--- src/rtl/crp16_alu_wb_if.sv ---
// Handshake bundle between the CRP16 ALU, the writeback stage and the register-file write port.
// The slave modport is the writeback stage; the master modport is whoever drives and drains it.
interface crp16_alu_wb_if;
  logic        in_valid;
  logic        in_ready;
  logic [15:0] in_result;
  logic        in_n;
  logic        in_z;
  logic        in_c;
  logic        in_v;
  logic [2:0]  in_rd;
  logic        in_wr_en;
  logic        in_set_flags;
  logic        out_valid;
  logic        out_ready;
  logic [15:0] out_result;
  logic [2:0]  out_rd;
  logic        out_wr_en;

  modport slave (
    input  in_valid, in_result, in_n, in_z, in_c, in_v, in_rd, in_wr_en, in_set_flags,
    output in_ready,
    output out_valid, out_result, out_rd, out_wr_en,
    input  out_ready
  );

  modport master (
    output in_valid, in_result, in_n, in_z, in_c, in_v, in_rd, in_wr_en, in_set_flags,
    input  in_ready,
    input  out_valid, out_result, out_rd, out_wr_en,
    output out_ready
  );
endinterface

--- src/rtl/crp16_alu_wb.sv ---
// CRP16 writeback stage: 2-entry skid FIFO for the register-file port, flag register and branch condition evaluation.
// Define CRP16_FLAG_BYPASS_EN to evaluate cond_true against the flags being written this cycle.
module crp16_alu_wb (
  input  logic                  clock,
  input  logic                  reset,
  crp16_alu_wb_if.slave         bus,
  output logic [3:0]            flags,
  input  logic [2:0]            cond_sel,
  output logic                  cond_true
);

  logic [15:0] r_result [2];
  logic [2:0]  r_rd     [2];
  logic        r_wrEn   [2];
  logic        r_rdPtr;
  logic        r_wrPtr;
  logic [1:0]  r_count;
  logic [3:0]  r_flags;

  logic        w_push;
  logic        w_pop;
  logic [3:0]  w_inFlags;
  logic [3:0]  w_condFlags;

  // Handshake status depends only on the registered count, so no ready/valid combinational loops.
  assign bus.in_ready  = (r_count != 2'd2);
  assign bus.out_valid = (r_count != 2'd0);

  assign w_push    = bus.in_valid  & bus.in_ready;
  assign w_pop     = bus.out_valid & bus.out_ready;
  assign w_inFlags = {bus.in_n, bus.in_z, bus.in_c, bus.in_v};

  assign bus.out_result = r_result[r_rdPtr];
  assign bus.out_rd     = r_rd[r_rdPtr];
  assign bus.out_wr_en  = bus.out_valid & r_wrEn[r_rdPtr];

  always_ff @(posedge clock or posedge reset) begin
    if (reset) begin
      for (int i = 0; i < 2; i++) begin
        r_result[i] <= 16'h0000;
        r_rd[i]     <= 3'd0;
        r_wrEn[i]   <= 1'b0;
      end
    end else if (w_push) begin
      r_result[r_wrPtr] <= bus.in_result;
      r_rd[r_wrPtr]     <= bus.in_rd;
      r_wrEn[r_wrPtr]   <= bus.in_wr_en;
    end
  end

  // Simultaneous push and pop advances both pointers and leaves the count alone.
  always_ff @(posedge clock or posedge reset) begin
    if (reset) begin
      r_rdPtr <= 1'b0;
      r_wrPtr <= 1'b0;
      r_count <= 2'd0;
    end else begin
      if (w_push) r_wrPtr <= ~r_wrPtr;
      if (w_pop)  r_rdPtr <= ~r_rdPtr;
      case ({w_push, w_pop})
        2'b10:   r_count <= r_count + 2'd1;
        2'b01:   r_count <= r_count - 2'd1;
        default: r_count <= r_count;
      endcase
    end
  end

  // Flags commit when the operation is accepted, not when its entry drains.
  always_ff @(posedge clock or posedge reset) begin
    if (reset) begin
      r_flags <= 4'b0000;
    end else if (w_push && bus.in_set_flags) begin
      r_flags <= w_inFlags;
    end
  end

  assign flags = r_flags;

`ifdef CRP16_FLAG_BYPASS_EN
  assign w_condFlags = (w_push && bus.in_set_flags) ? w_inFlags : r_flags;
`else
  assign w_condFlags = r_flags;
`endif

  // Flag order is {N,Z,C,V}; C=1 means no borrow, so LTU is ~C.
  always_comb begin
    cond_true = 1'b0;
    case (cond_sel)
      3'b000:  cond_true = 1'b1;
      3'b001:  cond_true = w_condFlags[2];
      3'b010:  cond_true = ~w_condFlags[2];
      3'b011:  cond_true = w_condFlags[3] ^ w_condFlags[0];
      3'b100:  cond_true = ~(w_condFlags[3] ^ w_condFlags[0]);
      3'b101:  cond_true = ~w_condFlags[1];
      3'b110:  cond_true = w_condFlags[1];
      default: cond_true = 1'b0;
    endcase
  end

endmodule
--- src/flat_wrapper.sv ---
// flat-port wrapper written by rule: the top's interface ports become plain ports
module crp16_alu_wb_flat 
  (clock, reset, flags, cond_sel, cond_true, bus_in_valid, bus_in_result, bus_in_n, bus_in_z, bus_in_c, bus_in_v, bus_in_rd, bus_in_wr_en, bus_in_set_flags, bus_in_ready, bus_out_valid, bus_out_result, bus_out_rd, bus_out_wr_en, bus_out_ready);
  crp16_alu_wb_if bus_i ();
  input  logic clock;
  input  logic reset;
  output logic [3:0] flags;
  input  logic [2:0] cond_sel;
  output logic cond_true;
  input wire logic [$bits(bus_i.in_valid)-1:0] bus_in_valid;
  input wire logic [$bits(bus_i.in_result)-1:0] bus_in_result;
  input wire logic [$bits(bus_i.in_n)-1:0] bus_in_n;
  input wire logic [$bits(bus_i.in_z)-1:0] bus_in_z;
  input wire logic [$bits(bus_i.in_c)-1:0] bus_in_c;
  input wire logic [$bits(bus_i.in_v)-1:0] bus_in_v;
  input wire logic [$bits(bus_i.in_rd)-1:0] bus_in_rd;
  input wire logic [$bits(bus_i.in_wr_en)-1:0] bus_in_wr_en;
  input wire logic [$bits(bus_i.in_set_flags)-1:0] bus_in_set_flags;
  output wire logic [$bits(bus_i.in_ready)-1:0] bus_in_ready;
  output wire logic [$bits(bus_i.out_valid)-1:0] bus_out_valid;
  output wire logic [$bits(bus_i.out_result)-1:0] bus_out_result;
  output wire logic [$bits(bus_i.out_rd)-1:0] bus_out_rd;
  output wire logic [$bits(bus_i.out_wr_en)-1:0] bus_out_wr_en;
  input wire logic [$bits(bus_i.out_ready)-1:0] bus_out_ready;
  assign bus_i.in_valid = bus_in_valid;
  assign bus_i.in_result = bus_in_result;
  assign bus_i.in_n = bus_in_n;
  assign bus_i.in_z = bus_in_z;
  assign bus_i.in_c = bus_in_c;
  assign bus_i.in_v = bus_in_v;
  assign bus_i.in_rd = bus_in_rd;
  assign bus_i.in_wr_en = bus_in_wr_en;
  assign bus_i.in_set_flags = bus_in_set_flags;
  assign bus_in_ready = bus_i.in_ready;
  assign bus_out_valid = bus_i.out_valid;
  assign bus_out_result = bus_i.out_result;
  assign bus_out_rd = bus_i.out_rd;
  assign bus_out_wr_en = bus_i.out_wr_en;
  assign bus_i.out_ready = bus_out_ready;
  crp16_alu_wb u_core (.clock(clock), .reset(reset), .bus(bus_i), .flags(flags), .cond_sel(cond_sel), .cond_true(cond_true));
endmodule
--- config.mk ---
export PLATFORM = sky130hd
export DESIGN_NAME = crp16_alu_wb_flat
export DESIGN_NICKNAME = d
export VERILOG_FILES = /design/src/rtl/crp16_alu_wb_if.sv /design/src/rtl/crp16_alu_wb.sv /design/src/flat_wrapper.sv
export SDC_FILE = /design/constraint.sdc
export NUM_CORES = 1
export LEC_CHECK = 0
export ABC_CLOCK_PERIOD_IN_PS = 2000
export CORE_MARGIN = 2
export CORE_UTILIZATION = 45
export CTS_CLUSTER_DIAMETER = 40
export DETAILED_ROUTE_END_ITERATION = 7
export GPL_ROUTABILITY_DRIVEN = 0
export PLACE_DENSITY_LB_ADDON = 0.12
export SLEW_MARGIN = 20
export SYNTH_ARGS = -nofsm -noshare
export SYNTH_HDL_FRONTEND = slang
export SYNTH_SLANG_ARGS = --single-unit
export TNS_END_PERCENT = 30
--- constraint.sdc ---
create_clock -name clock -period 2 [get_ports clock]
set_input_delay 0.2 -clock clock [delete_from_list [all_inputs] [get_ports clock]]
set_output_delay 0.2 -clock clock [all_outputs]
set_load 0.03 [all_outputs]
==> flow_summary.yaml, run 1 <==
outcome:
  status: "complete, no violations"
critical_path:
  cp_data_arrival_time_ps: 1680
  crit_required_ps: 1800
  crit_type: "flip-flop to output port"
  crit_path_end_kind: "output port"
  r2r-end: "u_core.r_count[1]"
  path_buf_inv: 1
  crit_slowest_cell: "dfrtp_1"
  reg2reg_depth: 6
  start_kind: "flip-flop"
  crit_chain: "xor2_1 > nand2_1 > a311o_1 > o211ai_1 > buf_4"
  rrSetupSlack_ps: 450
  timing.rr.start: "u_core.r_count[1]"
  critPathMaxStageDelay_ps: 410
  worstPathMaxFanout: 3
  path_depth: 5
  critPathTopFamily: "compound AO/OA/AOI/OAI gates"
drt:
  route.detailed.drc: 0
  drt_iter0_drc: 34
  postRouteAntennaNets: 0
  first_pass_iters: 2
  wl_um: 4417
  vias: 1373
  viasPerCell: 4.939
  detail_route.wl_per_cell_um: 15.89
timing:
  drv_slew: 0
  grt_setup_unrepaired: "no"
  fin_tns_setup_ps: 0
  skew_ps: 4.760
  holdWs_ps: 206.6
  clock.fmax_mhz: 532.0
  finalSetupViolations: 0
  relSlewSlack_pct: 72.92
  post-route-period-util_pct: 93.99
  hold_viol: 0
  layout_min_cycle_time_ps: 1880
  worstMarginPinSlew_ps: 405.6
place:
  port_buffers: 58
  dp_hpwl_um: 3185
floorplanning:
  die_w_um: 74.65
  die_area_um2: 5572
  core_area_um2: 4755
  boundaryPins: 59
  rows: 25
  initial_core_util_pct: 47.24
  fp.dieH_um: 74.65
logic_synthesis:
  yosysWarnings: 0
  yosys.area.top_type: "dfrtp_1"
  syn_area_um2: 2246
  ys_ff_latch: 48
  synth_top_area_share_pct: 53.48
  async_reset_ff_share_pct: 100.0
  synth.most_common_cell: "dfrtp_1"
  yosysSeqAreaShare_pct: 53.48
  synth-main-ff-cell: "dfrtp_1"
  synth.distinct_cells: 25
  synthCells: 144
  synth_nets: 177
  synthTopCellsByArea: "dfrtp_1, mux2_2, mux2_4"
  ys_top_cells_by_count: "dfrtp_1, mux2_2, mux2_4, buf_6"
  postSynthAreaPerCell_um2: 15.60
  synth_edf_count: 0
clock_network:
  clkTransAtPathRegs_ps: 80
  holdBufCountCts: 0
  root_buffer: "clkbuf_8"
  clkSinkCount: 48
  cts_tree: "done"
  cts_inserted_buffers: 5
  cts_setup_buffers: 0
  clk_latency_ps: 300
  clockBufferDepth: 2
  htree_levels: 2
run:
  drv_cap: 0
layout:
  area_delta_synth_final_pct: 35.21
  drive_gt1_share_pct: 38.86
  final_core_util_pct: 63.87
  n_antenna_cell: 0
  fin_nets: 243
global_routing:
  grt_usage_pct: 17.59
  grt_max_degree: 32
  grt_pass1_wl_um: 7196
  gr-total-overflow: 0
  grt_pass1_vias: 1512
  antenna_found_initial: 0
power:
  ir_worst_vdd_uv: 895.5
  p_leak_nw: 1.403
  p_per_area_nw_per_um2: 1846
worst_hold_path:
  hold_class: "primary input to async pin"
## flip-flops by register name, indices dropped and copies added (netlist names)
| signal | flops |
|---|---|
| u_core.r_wrPtr | 1 |
| u_core.r_wrEn | 2 |
| u_core.flags | 4 |
| u_core.r_count | 2 |
| u_core.r_result | 32 |
| u_core.r_rd | 6 |
| u_core.r_rdPtr | 1 |
## metal layers
metal | vias to the layer above | track usage (%) | part of all wire [%]
met4 | 0 | 6.746 | 1.4
met1 | 690 | 21.99 | 42
met5 | - | 0 | 0
li1 | 640 | - | -
met3 | 6 | 5.221 | 4.6
met2 | 37 | 29.01 | 52
## layout by cell type, fill, tap and decap left out, drive strengths merged
cell / Yosys / layout
xor2: 3 / 3
bufinv: 0 / 1
a21oi: 1 / 1
nand2b: 2 / 2
o211ai: 1 / 1
mux2i: 1 / 1
nand4b: 1 / 1
mux2: 63 / 63
and2: 1 / 1
clkdlybuf4s50: 0 / 37
dlygate4sd2: 0 / 14
ha: 1 / 1
a311o: 1 / 1
nor2: 4 / 4
dlymetal6s2s: 0 / 5
dfrtp: 48 / 48
xnor2: 3 / 3
nand3: 2 / 2
inv: 2 / 2
o22a: 1 / 1
clkbuf: 0 / 7
nand2: 3 / 3
buf: 6 / 9
## worst max-delay path by stage
stage	startpoint	end	slack [ps]
after detailed placement	u_core.r_rdPtr	bus_out_rd[2]	290
after global routing	u_core.flags[3]	cond_true	40
after CTS	u_core.r_rdPtr	bus_out_result[5]	1
after floorplan	u_core.flags[3]	cond_true	360
after global placement	u_core.r_rdPtr	bus_out_result[2]	310
final	u_core.flags[3]	cond_true	120
## repair_timing
item	in CTS	in global routing
gates resized for setup	14	5
pin swaps	0	0
endpoints found under the setup margin	14	5
hold endpoints to repair	0	0
## metrics by stage
stage	instance area, um^2	total power, mW	worst slack, ps	std cells
floorplan	2246	3.991	355.2	144
global placement	2915	4.955	312.8	270
detailed placement	2915	5.077	295.0	270
CTS	3024	5.700	1.367	278
global route	3037	5.929	39.78	278
finish	3037	5.607	120.2	278
## layout make-up
type	count	area (um^2)
well taps	67	83.83
flip-flops and latches	48	1201
repair buffers	65	635.6
clock inverters	1	30.03
clock buffers	7	96.34
multi-input cells	88	982.2
inverters	2	7.507
fillers	387	1718
## power by group
part	internal, mW	switching (mW)	leakage (nW)
sequential	1.47	0.309	0.564
clock	0.441	0.308	0.0645
combinational	1.55	1.53	0.774
total	3.46	2.14	1.40
## cell families (layout without fill, tap and decap cells)
kind of cell | count (synthesis) | after routing | synth area share (%)
simple gates | 13 | 13 | 4.067
flops | 48 | 48 | 53.48
fa+ha+maj | 1 | 1 | 0.5570
buf+inv | 8 | 75 | 2.786
mux | 64 | 64 | 35.38
xor+xnor | 6 | 6 | 2.340
compound gates | 4 | 4 | 1.393
Power figures use the tool's default switching activity.
==> run 2, diff against run 1 <==
Settings changed: SLEW_MARGIN 20 to 10.
==> results of run 2 <==
No change in the layout: final DEF, timing and power equal those of run 1.
